[src/rtl/cpu_bus_pkg.sv]
// ============================================================================
// Module  : cpu_bus_pkg
// Brief   : Shared encodings for the CPU-side sram-like bus ports.
// Revision: 1.0 - initial release
// ============================================================================
`default_nettype none

package cpu_bus_pkg;

    localparam logic [1:0] SIZE_BYTE = 2'd0;
    localparam logic [1:0] SIZE_HALF = 2'd1;
    localparam logic [1:0] SIZE_WORD = 2'd2;

endpackage

`default_nettype wire

[src/rtl/sync_fifo.sv]
// ============================================================================
// Module  : sync_fifo
// Brief   : Single-clock FIFO with flush; push and pop together are legal when full.
// Revision: 1.0 - initial release
// ============================================================================
`default_nettype none

module sync_fifo #(
    parameter  int WIDTH = 32,
    parameter  int DEPTH = 2,
    localparam int CNT_W = $clog2(DEPTH + 1),
    localparam int PTR_W = (DEPTH > 1) ? $clog2(DEPTH) : 1
) (
    input  logic             clk,
    input  logic             reset,
    input  logic             push,
    input  logic [WIDTH-1:0] wdata,
    input  logic             pop,
    input  logic             flush,
    output logic [WIDTH-1:0] rdata,
    output logic [CNT_W-1:0] count,
    output logic             full,
    output logic             empty
);

    logic [WIDTH-1:0] mem [DEPTH];
    logic [PTR_W-1:0] wr_ptr_q, wr_ptr_d;
    logic [PTR_W-1:0] rd_ptr_q, rd_ptr_d;
    logic [CNT_W-1:0] count_q, count_d;
    logic             w_do_push;
    logic             w_do_pop;

    function automatic logic [PTR_W-1:0] ptr_inc(input logic [PTR_W-1:0] p);
        return (p == PTR_W'(DEPTH - 1)) ? '0 : p + 1'b1;
    endfunction

    assign empty     = (count_q == '0);
    assign full      = (count_q == CNT_W'(DEPTH));
    assign count     = count_q;
    assign rdata     = mem[rd_ptr_q];
    assign w_do_pop  = pop & ~empty;
    // A full FIFO still takes a push when the head leaves in the same cycle.
    assign w_do_push = push & (~full | w_do_pop);

    always_comb begin
        wr_ptr_d = wr_ptr_q;
        rd_ptr_d = rd_ptr_q;
        count_d  = count_q;
        if (flush) begin
            wr_ptr_d = '0;
            rd_ptr_d = '0;
            count_d  = '0;
        end else begin
            if (w_do_push) wr_ptr_d = ptr_inc(wr_ptr_q);
            if (w_do_pop)  rd_ptr_d = ptr_inc(rd_ptr_q);
            count_d = count_q + CNT_W'(w_do_push) - CNT_W'(w_do_pop);
        end
    end

    always_ff @(posedge clk or posedge reset) begin
        if (reset) begin
            wr_ptr_q <= '0;
            rd_ptr_q <= '0;
            count_q  <= '0;
        end else begin
            wr_ptr_q <= wr_ptr_d;
            rd_ptr_q <= rd_ptr_d;
            count_q  <= count_d;
        end
    end

    always_ff @(posedge clk) begin
        if (w_do_push && !flush) mem[wr_ptr_q] <= wdata;
    end

endmodule

`default_nettype wire

[src/rtl/sram_like_port.sv]
// ============================================================================
// Module  : sram_like_port
// Brief   : Pipeline-stage to sram-like bus adapter with credit-limited outstanding
//           requests, in-order response buffer and cancel/drop handling.
// Revision: 1.0 - initial release
// ============================================================================
`default_nettype none

module sram_like_port
    import cpu_bus_pkg::*;
#(
    parameter  int ADDR_W = 32,
    parameter  int DATA_W = 32,
    parameter  int DEPTH  = 2,
    localparam int CNT_W  = $clog2(DEPTH + 1)
) (
    input  logic                clk,
    input  logic                reset,
    input  logic                req_valid,
    output logic                req_ready,
    input  logic                req_wr,
    input  logic [1:0]          req_size,
    input  logic [DATA_W/8-1:0] req_wstrb,
    input  logic [ADDR_W-1:0]   req_addr,
    input  logic [DATA_W-1:0]   req_wdata,
    input  logic                cancel,
    output logic                resp_valid,
    input  logic                resp_ready,
    output logic [DATA_W-1:0]   resp_rdata,
    output logic                sram_req,
    output logic                sram_wr,
    output logic [1:0]          sram_size,
    output logic [DATA_W/8-1:0] sram_wstrb,
    output logic [ADDR_W-1:0]   sram_addr,
    output logic [DATA_W-1:0]   sram_wdata,
    input  logic                sram_addr_ok,
    input  logic                sram_data_ok,
    input  logic [DATA_W-1:0]   sram_rdata,
    output logic [CNT_W-1:0]    outstanding,
    output logic                idle
);

    logic [CNT_W-1:0] outstanding_q, outstanding_d;
    logic [CNT_W-1:0] drop_cnt_q, drop_cnt_d;
    logic [CNT_W-1:0] w_fifo_count;
    logic [CNT_W:0]   w_budget;
    logic             w_credit;
    logic             w_accept;
    logic             w_data_ok;
    logic             w_push;
    logic             w_pop;
    logic             w_fifo_full;
    logic             w_fifo_empty;

    // Buffered responses consume credit too, so the FIFO can never overflow.
    assign w_budget  = {1'b0, outstanding_q} + {1'b0, w_fifo_count};
    assign w_credit  = (w_budget < (CNT_W + 1)'(DEPTH));
    assign sram_req  = req_valid & w_credit & ~reset;
    assign w_accept  = sram_req & sram_addr_ok;
    assign req_ready = w_accept;

    assign sram_wr    = req_wr;
    assign sram_size  = req_size;
    assign sram_wstrb = req_wstrb;
    assign sram_addr  = req_addr;
    assign sram_wdata = req_wdata;

    // A data_ok with nothing outstanding (e.g. a late beat after reset) is ignored.
    assign w_data_ok = sram_data_ok & (outstanding_q != '0);
    assign w_push    = w_data_ok & (drop_cnt_q == '0) & ~cancel;
    assign w_pop     = resp_valid & resp_ready;

    assign resp_valid  = ~w_fifo_empty;
    assign outstanding = outstanding_q;
    assign idle        = (outstanding_q == '0) & w_fifo_empty & (drop_cnt_q == '0);

    always_comb begin
        outstanding_d = outstanding_q + CNT_W'(w_accept) - CNT_W'(w_data_ok);
        drop_cnt_d    = drop_cnt_q;
        if (cancel) begin
            drop_cnt_d = outstanding_d;
        end else if (w_data_ok && (drop_cnt_q != '0)) begin
            drop_cnt_d = drop_cnt_q - 1'b1;
        end
    end

    always_ff @(posedge clk or posedge reset) begin
        if (reset) begin
            outstanding_q <= '0;
            drop_cnt_q    <= '0;
        end else begin
            outstanding_q <= outstanding_d;
            drop_cnt_q    <= drop_cnt_d;
        end
    end

    sync_fifo #(
        .WIDTH (DATA_W),
        .DEPTH (DEPTH)
    ) u_resp_fifo (
        .clk   (clk),
        .reset (reset),
        .push  (w_push),
        .wdata (sram_rdata),
        .pop   (w_pop),
        .flush (cancel),
        .rdata (resp_rdata),
        .count (w_fifo_count),
        .full  (w_fifo_full),
        .empty (w_fifo_empty)
    );

    a_no_orphan_data_ok: assert property (@(posedge clk) disable iff (reset)
        sram_data_ok |-> (outstanding_q != '0));
    a_drop_le_outstanding: assert property (@(posedge clk) disable iff (reset)
        drop_cnt_q <= outstanding_q);
    a_no_fifo_overflow: assert property (@(posedge clk) disable iff (reset)
        (w_push && w_fifo_full) |-> w_pop);
    a_legal_size: assert property (@(posedge clk) disable iff (reset)
        sram_req |-> (req_size <= SIZE_WORD));

endmodule

`default_nettype wire

[config.mk]
export PLATFORM = sky130hd
export DESIGN_NAME = sram_like_port
export DESIGN_NICKNAME = d
export VERILOG_FILES = /design/src/rtl/cpu_bus_pkg.sv /design/src/rtl/sync_fifo.sv /design/src/rtl/sram_like_port.sv
export SDC_FILE = /design/constraint.sdc
export NUM_CORES = 1
export LEC_CHECK = 0
export ABC_CLOCK_PERIOD_IN_PS = 4500
export BUFFER_PORTS_ARGS = -buffer_cell sky130_fd_sc_hd__buf_2
export CAP_MARGIN = 20
export CORE_MARGIN = 5
export CORE_UTILIZATION = 44
export CTS_BUF_LIST = sky130_fd_sc_hd__clkbuf_8
export DETAILED_ROUTE_END_ITERATION = 10
export PLACE_DENSITY = 0.88
export SETUP_SLACK_MARGIN = 0.3
export SYNTH_ARGS = -nofsm -noshare
export SYNTH_HDL_FRONTEND = slang
export SYNTH_SLANG_ARGS = --single-unit
[constraint.sdc]
create_clock -name clk -period 4.5 [get_ports clk]
set_input_delay 1.125 -clock clk [delete_from_list [all_inputs] [get_ports clk]]
set_output_delay 1.125 -clock clk [all_outputs]
set_load 0.01 [all_outputs]
==> impl_metrics.ini, run 1 <==
[worst_setup_path]
critPathLaunchType = flop
rr_worst_depth = 9
cp-end-kind = primary output
arrival_ns = 2.07
reg2reg_slack_ns = 2.02
timing.rr.start = u_resp_fifo.count[0]$_DFF_PP0_
worstPathRequired_ns = 3.38
worstPathMaxFanout = 3
reg2reg_to = drop_cnt_q[1]$_DFFE_PP0P_
worstSetupPathType = flop to primary output

[die]
rows = 32
die_y_um = 97.59
ios = 219
core-area_um2 = 7607
die_x_um = 97.59
die-area_um2 = 9524
start_util_pct = 44.38

[routing]
drc_errors = 0
vias = 1662
drt-pass1-iter-count = 4
routedWlPerCell_um = 15.44
routed_via_density = 4.803
finalWirelength_um = 5341
wl_met1_um = 1976
drtAntennaViolNets = 0
drtIter0Drc = 23
met3_length_um = 408
wl_met2_um = 2791
dr.max_layer_used = met4

[synthesis]
syn_inst = 224
yosys.area.top_type = edfxtp_1
ys_types = 25
synthesis.area_um2 = 3376
synth.top_cells.by_area = edfxtp_1, buf_4, mux2_2, dfrtp_1, ha_1
synth_warnings = 0
ys_ff_latch = 72
syn_nets = 340
synth_top_area_share_pct = 56.93
synth_area_per_cell_um2 = 15.07
ys_seq_area_share_pct = 62.86

[global_routing]
grt_pass1_vias = 1777
grt-ovfl-total = 0
antenna_found_initial = 0
grt_max_degree = 34
grt_first_pass_wirelength_um = 8521
gr-usage-all-layers_pct = 11.62

[finish]
diodes = 0
synthToLayoutAreaGrowth_pct = 5.448
nFillCells = 693
drive_above_1_share_pct = 54.92
final_nets = 355

[sta]
setup_violations = 0
final_hold_viol_count = 0
hold_ws_ns = 0.6581
fmax_ghz = 0.3130
relSlewSlack_pct = 54.17
slew_violations = 0
fin_crit_ns = 3.195
period_share_pct = 71.00
finClkSkew_ns = 0.006964
setup_tns_ns = 0
rsz0062_at_grt = no
worst_pin_slew_ns = 0.6866

[min_path]
hold_class = flop to flop
hp-start = outstanding[1]$_DFF_PP0_
hold_end = outstanding[1]$_DFF_PP0_
hold_path_depth = 1

[pwr]
p_int_w = 0.001324
seqPwrFrac_pct = 45.4
power_frac_comb_pct = 29.1
power.density_nw_per_um2 = 526.5
ir_worst_vdd_uv = 251.0
clockPowerShare_pct = 25.5
leakagePower_nw = 1.392
switchingPower_w = 0.0005500
power.share.switching_pct = 29.35

[clock_network]
numCtsBuffers = 9
htreeDepth = 3
root_buffer = clkbuf_8
cts_hold_buf = 0
cts_tree = built
clkSinkCount = 72
clk_latency_ns = 0.33
post_cts_buffers = 0
path_clk_slew_ns = 0.07
cts_max_path_buffers = 2
cts_resized = 0

[placed_design]
dp_hpwl_um = 3770
port_buffers = 76
gp_congestion = 0.7769

[outcome]
run_status = finished clean

[job]
max_cap_viol_count = 0
[power groups by stage]
stage                     sequential [W]  combinational (W)  clock (W)
after floorplan                 0.000862           0.000436          0
after CTS                       0.000851           0.000561   0.000501
final                           0.000850           0.000545   0.000479
after global placement          0.000859           0.000548          0
after global routing            0.000858           0.000603   0.000539
after detailed placement        0.000866           0.000558          0
[synth_stat cells]
library cell and n:
buf_4 71, edfxtp_1 64, mux2_2 32, dfrtp_1 8, inv_1 7, nor2_1 7
buf_2 5, ha_1 5, xnor2_1 4, a221o_1 2, inv_2 2, nor2b_1 2
nor4_1 2, nor4b_1 2, and2_1 1, fa_1 1, mux2_4 1, nand2_1 1
nand2b_1 1, nor3_1 1, nor3b_1 1, o21a_1 1, o21ai_2 1, o311ai_4 1
xor2_1 1
[layout by cell type, fill, tap and decap left out, drive strengths merged, types with 3 or more instances in the layout]
cell type,synthesis,routed
xnor2,4,4
edfxtp,64,64
clkbuf,0,9
inv,9,10
dfrtp,8,8
clkinv,0,3
mux2,33,33
buf,76,80
ha,5,5
nor2,7,7
[stage by stage]
step	power (W)	setup WS, ns	area [um^2]	utilization, %	cells
2_1_floorplan	0.001299	0.4308	3381	-	224
3_3_place_gp	0.001407	1.563	3372	44.33	330
3_5_place_dp	0.001424	1.524	3372	44.33	330
4_1_cts	0.001913	1.255	3560	46.79	346
5_1_grt	0.001999	1.094	3560	46.79	346
6_report	0.001874	1.305	3560	46.79	346
[worst max path at each step]
stage	to	cells past startpoint	from
floorplan	u_resp_fifo.mem[0][0]$_DFFE_PP_	4	sram_data_ok
global placement	req_ready	4	reset
detailed placement	u_resp_fifo.mem[1][8]$_DFFE_PP_	6	sram_data_ok
CTS	req_ready	6	u_resp_fifo.count[0]$_DFF_PP0_
global route	req_ready	6	u_resp_fifo.count[0]$_DFF_PP0_
finish	req_ready	6	u_resp_fifo.count[0]$_DFF_PP0_
[flip-flops by register name, indices dropped and copies added, names as in the netlist]
register	flops
u_resp_fifo.mem	64
outstanding	2
u_resp_fifo.rd_ptr_q	1
u_resp_fifo.wr_ptr_q	1
u_resp_fifo.count	2
drop_cnt_q	2
[cell families after synthesis]
kind of cell	Yosys count	synth area share, %
adders and majority gates	6	2.446
DFF	72	62.86
and+or+nand+nor	18	2.891
buffers and inverters	85	17.53
xor gates and xnor gates	5	1.297
muxes	33	11.12
AOI/OAI and AO/OA	5	1.854
[critical path: stages, from the launching register on]
cell and delay [ns]:
dfrtp_1 0.42, inv_1 0.10, nor2_1 0.12, fa_1 0.42, nor4b_1 0.33, and2_1 0.21, buf_2 0.14
[layer usage]
layer,track usage (%),up-vias
met5,0,-
met4,6.709,0
met3,5.528,24
met2,19.24,76
met1,11.97,812
li1,-,750
[final cells by class]
cell class                      count  area [um^2]  area share, %
Clock buffer                        9        123.9          3.480
Clock inverter                      7        63.81          1.793
Inverter                            9        33.78         0.9490
Multi-Input combinational cell     67        678.2          19.05
Sequential cell                    72         2122          59.61
Tap cell                          102        127.6          3.585
Timing Repair Buffer               80        410.4          11.53
Power figures use the tool's default switching activity.
==> run 2, diff against run 1 <==
- ABC_CLOCK_PERIOD_IN_PS: 4500 -> 2700
- CORE_UTILIZATION: 44 -> 39
- PLACE_DENSITY: 0.88 -> 0.83
- clock period: 4.5 -> 2.7 ns (I/O delays scaled with it)
==> run 2 against run 1 <==
Against the previous run:
- global-route usage decreased by 1.5 points
- register-to-register slack got worse by 1.7 ns
- final area rose by 3.7%
- die area grew 11%
- routed wire length rose by 1.3%
- largest power group unchanged
- highest routed layer unchanged
==> impl_metrics.ini, run 2 (synthesized netlist as in run 1, its figures left out) <==
[worst_setup_path]
crit_chain = inv_2 > nor2_4 > fa_1 > nor4b_4 > and2_4 > buf_6
critPathLaunchType = flop
timing.rr.start = u_resp_fifo.count[0]$_DFF_PP0_
worstPathRequired_ns = 2.03
cpMaxStageDelayCell = fa_1
worstPathMaxFanout = 3
reg2reg_slack_ns = 0.33
cpPeakStageDelay_ns = 0.47
reg2reg_to = drop_cnt_q[1]$_DFFE_PP0P_
path_buf_inv = 2
arrival_ns = 1.91
crit_family = simple AND/OR/NAND/NOR gates
rr_worst_depth = 10
worstSetupPathType = flop to primary output
cp-end-kind = primary output

[finish]
final_cell_mix = buf_2, edfxtp_1, mux2_2, clkbuf_8, buf_4
largest_reg_flops = 64
final_nets = 360
final_common_cell = buf_2
synthToLayoutAreaGrowth_pct = 9.303
drive_above_1_share_pct = 58.23
diodes = 0
largest-register = u_resp_fifo.mem
fin_util_pct = 42.94
nFillCells = 799

[clock_network]
cts_tree = built
numCtsBuffers = 9
cts_max_path_buffers = 2
root_buffer = clkbuf_8
path_clk_slew_ns = 0.08
clk_latency_ns = 0.33
htreeDepth = 3
clkSinkCount = 72

[die]
die_y_um = 103.0
die_x_um = 103.0
core-area_um2 = 8593
rows = 34
die-area_um2 = 10620
start_util_pct = 39.28
ios = 219

[global_routing]
grt_pass1_vias = 1762
gr-usage-all-layers_pct = 10.13
grt_max_degree = 19
grt-ovfl-total = 0
grt_first_pass_wirelength_um = 8148
antenna_found_initial = 0

[pwr]
seqPwrFrac_pct = 42.6
clockPowerShare_pct = 26.7
leakagePower_nw = 1.448
power_frac_comb_pct = 30.7
p_int_w = 0.002391
ir_worst_vdd_uv = 356.2
power.density_nw_per_um2 = 902.1
power.share.switching_pct = 28.18
switchingPower_w = 0.0009380

[sta]
worst_pin_slew_ns = 0.4301
setup_violations = 0
slew_violations = 0
period_share_pct = 95.92
relSlewSlack_pct = 71.26
finClkSkew_ns = 0.01224
fin_crit_ns = 2.590
final_hold_viol_count = 0
setup_tns_ns = 0
rsz0062_at_grt = yes
fmax_ghz = 0.3861

[min_path]
hold_class = primary input to asynchronous set/reset pin

[placed_design]
gp_congestion = 0.7341
dp_hpwl_um = 4005
port_buffers = 76

[routing]
drtAntennaViolNets = 0
routedWlPerCell_um = 15.15
drc_errors = 0
finalWirelength_um = 5408
drt-pass1-iter-count = 4
routed_via_density = 4.644
vias = 1658
drtIter0Drc = 28

[job]
max_cap_viol_count = 0

[outcome]
run_status = finished clean
run 2: worst reg2reg max path, cell delays in order (launching register included):
cell and delay [ns]:
dfrtp_1 0.43, inv_2 0.10, nor2_4 0.03, fa_1 0.47
nor4b_4 0.26, and2_4 0.20, buf_4 0.11, ha_4 0.13
xnor2_2 0.11, xnor2_1 0.11, a221o_1 0.32
run 2: worst max-delay path by stage:
stage                                        start                   endpoint  slack (ns)  cells after the start
floorplan           u_resp_fifo.count[0]$_DFF_PP0_  drop_cnt_q[1]$_DFFE_PP0P_        0.32                      9
global placement    u_resp_fifo.count[0]$_DFF_PP0_  drop_cnt_q[1]$_DFFE_PP0P_        0.41                      9
detailed placement  u_resp_fifo.count[0]$_DFF_PP0_  drop_cnt_q[1]$_DFFE_PP0P_        0.32                      9
CTS                 u_resp_fifo.count[0]$_DFF_PP0_                  req_ready        0.07                      6
global route        u_resp_fifo.count[0]$_DFF_PP0_                  req_ready      0.0006                      6
finish              u_resp_fifo.count[0]$_DFF_PP0_                  req_ready        0.11                      6
run 2: final cells by class:
type                            count  area (um^2)  share of cell area (%)
Clock inverter                      6        76.32                   2.068
Tap cell                          108        135.1                   3.662
Clock buffer                       10        137.6                   3.730
Timing Repair Buffer               85        454.2                   12.31
Multi-Input combinational cell     67        729.5                   19.77
Sequential cell                    72         2123                   57.55
Inverter                            9        33.78                  0.9156
run 2: per-stage QoR:
step	cell area, um^2	hold WS, ns	std cells	power, W	setup slack, ns
floorplan	3420	0.4906	224	0.002207	0.3242
global placement	3422	0.6134	338	0.002386	0.4142
detailed placement	3422	0.6307	338	0.002422	0.3152
CTS	3651	0.3055	356	0.003345	0.07163
global route	3690	0.3071	357	0.003533	0.0005653
finish	3690	0.3184	357	0.003329	0.1101
run 2: power by group through the flow:
stage	clock network [W]	logic [W]	registers [W]
finish	0.000889	0.00102	0.00142
global route	0.000982	0.00112	0.00143
CTS	0.000922	0.00100	0.00142
detailed placement	0	0.000977	0.00144
global placement	0	0.000950	0.00144
floorplan	0	0.000769	0.00144
run 2: timing repair:
item                       4_1_cts  5_1_grt
setup endpoints to repair        2        3
pin swaps                        2        4
resized for setup                1        5
hold buffers                     0        0
buffers inserted                 2        1
run 2: per-layer routing:
metal  up-vias  part of all wire (%)  GRT usage, %
met4         0                   1.6         3.984
li1        759                     -             -
met2        72                    50         16.97
met3        23                   9.0         5.751
met5         -                     0             0
met1       804                    39         10.50
==> run 3, diff against run 2 <==
- CORE_UTILIZATION: 39 -> 30
- PLACE_DENSITY: 0.83 -> 0.68
==> run 3 against run 2 <==
Against the previous run:
- via count grew 0.66%
- sequential cell count stayed put
- sequential share of layout area grew 0.053 points
- global-route usage down 1.0 points
- final area hardly changed
- combinational power barely moved
- clock-buffer cell count decreased by 1
- critical path depth unchanged
- critical path type unchanged
- critical endpoint unchanged
- largest power group unchanged
==> impl_metrics.ini, run 3 (synthesized netlist as in run 1, its figures left out) <==
[die]
start_util_pct = 30.87
die_y_um = 116.1
die-area_um2 = 13470
core-area_um2 = 10940
die_x_um = 116.1
rows = 38
ios = 219

[routing]
finalWirelength_um = 5931
drt-pass1-iter-count = 4
drtIter0Drc = 92
routed_via_density = 4.269
routedWlPerCell_um = 15.17
drc_errors = 0
vias = 1669
drtAntennaViolNets = 0

[placed_design]
gp_congestion = 0.7213
port_buffers = 76
dp_hpwl_um = 4399
dp.cells = 370
place_area_um2 = 3462

[sta]
setup_tns_ns = 0
finClkSkew_ns = 0.009237
final_hold_viol_count = 0
setup_violations = 0
period_share_pct = 94.17
fmax_ghz = 0.3933
fin_crit_ns = 2.543
relSlewSlack_pct = 70.03
slew_violations = 0
rsz0062_at_grt = yes
worst_pin_slew_ns = 0.4484

[clock_network]
clkSinkCount = 72
numCtsBuffers = 9
root_buffer = clkbuf_8
path_clk_slew_ns = 0.07
clk_latency_ns = 0.34
cts_tree = built
htreeDepth = 3
cts_max_path_buffers = 2

[pwr]
leakagePower_nw = 1.438
p_int_w = 0.002288
ir_worst_vdd_uv = 334.1
power.density_nw_per_um2 = 879.4
power.share.switching_pct = 29.47
power_frac_comb_pct = 31.8
seqPwrFrac_pct = 43.7
switchingPower_w = 0.0009558
clockPowerShare_pct = 24.5

[global_routing]
gr-usage-met2_pct = 14.50
grt_pass1_vias = 1841
grt_first_pass_wirelength_um = 9177
grt_use_met1_pct = 8.974
grt_busiest_layer = met2
grt_max_degree = 18
gr-usage-all-layers_pct = 9.094
grt_use_met3_pct = 4.700
grt-ovfl-total = 0
antenna_found_initial = 0

[worst_setup_path]
arrival_ns = 1.87
reg2reg_slack_ns = 0.42
rr_worst_depth = 9
cp-end-kind = primary output
worstSetupPathType = flop to primary output
worstPathRequired_ns = 2.03
critPathLaunchType = flop
worstPathMaxFanout = 2

[finish]
design_area_um2 = 3689
diodes = 0
synthToLayoutAreaGrowth_pct = 9.266
largest-register = u_resp_fifo.mem
final_common_cell = buf_2
largest_reg_flops = 64
final_cells = 391
final_nets = 362
drive_above_1_share_pct = 58.17
final_cell_mix = buf_2, edfxtp_1, mux2_2, buf_4, clkbuf_8

[outcome]
run_status = finished clean

[job]
max_cap_viol_count = 0

[min_path]
hold_class = primary input to asynchronous set/reset pin
## run 3: final timing paths
| check | start | end |
|---|---|---|
| worst max-delay path | outstanding[0]$_DFF_PP0_ | req_ready |
| worst max register to register | outstanding[0]$_DFF_PP0_ | drop_cnt_q[1]$_DFFE_PP0P_ |
| worst min register to register | drop_cnt_q[0]$_DFFE_PP0P_ | drop_cnt_q[0]$_DFFE_PP0P_ |
| worst min-delay path | reset | u_resp_fifo.count[1]$_DFF_PP0_ |
| min in group clk | sram_rdata[3] | u_resp_fifo.mem[1][3]$_DFFE_PP_ |
| max in group asynchronous | reset | outstanding[1]$_DFF_PP0_ |
## run 3: final cells by class
class                           instances  area (um^2)
Fill cell                            1108         7247
Inverter                                9        33.78
Timing Repair Buffer                   87        462.9
Clock buffer                            9        123.9
Tap cell                              140        175.2
Clock inverter                          7        63.81
Multi-Input combinational cell         67        704.4
Sequential cell                        72         2125
## run 3: power by group through the flow
| stage | sequential, W | clock, W | combinational (W) |
|---|---|---|---|
| 2_1_floorplan | 0.00144 | 0 | 0.000769 |
| 3_3_place_gp | 0.00144 | 0 | 0.000960 |
| 3_5_place_dp | 0.00145 | 0 | 0.000977 |
| 4_1_cts | 0.00142 | 0.000837 | 0.00102 |
| 5_1_grt | 0.00143 | 0.000895 | 0.00114 |
| 6_report | 0.00142 | 0.000796 | 0.00103 |
## run 3: through the flow
stage / util, % / setup slack (ns) / power (W) / hold slack [ns]
4_1_cts: 33.59 / 0.1159 / 0.003278 / 0.3024
3_3_place_gp: 31.66 / 0.4056 / 0.002397 / 0.6201
5_1_grt: 33.73 / 0.03231 / 0.003467 / 0.3154
2_1_floorplan: - / 0.3242 / 0.002207 / 0.4906
6_report: 33.73 / 0.1574 / 0.003244 / 0.3219
3_5_place_dp: 31.66 / 0.2924 / 0.002424 / 0.6586
## run 3: worst max-delay path: stages (launching register included)
cell and delay, ns:
dfrtp_2 0.42, inv_2 0.06, nor2_2 0.04, fa_1 0.47, nor4b_4 0.24, and2_4 0.18
buf_2 0.12
## run 3: what timing repair did
item,in CTS,in global routing
endpoints found under the setup margin,3,3
buffers inserted,3,2
hold buffers,0,0
gates resized for setup,2,0
pin swaps,2,1
## run 3: metal layers
| metal | vias up | part of all wire (%) | wire (um) |
|---|---|---|---|
| met5 | - | 0 | 0 |
| met4 | 0 | 5.2 | 310 |
| met3 | 37 | 10 | 596 |
| met2 | 82 | 49 | 2935 |
| met1 | 787 | 35 | 2088 |
| li1 | 763 | - | - |
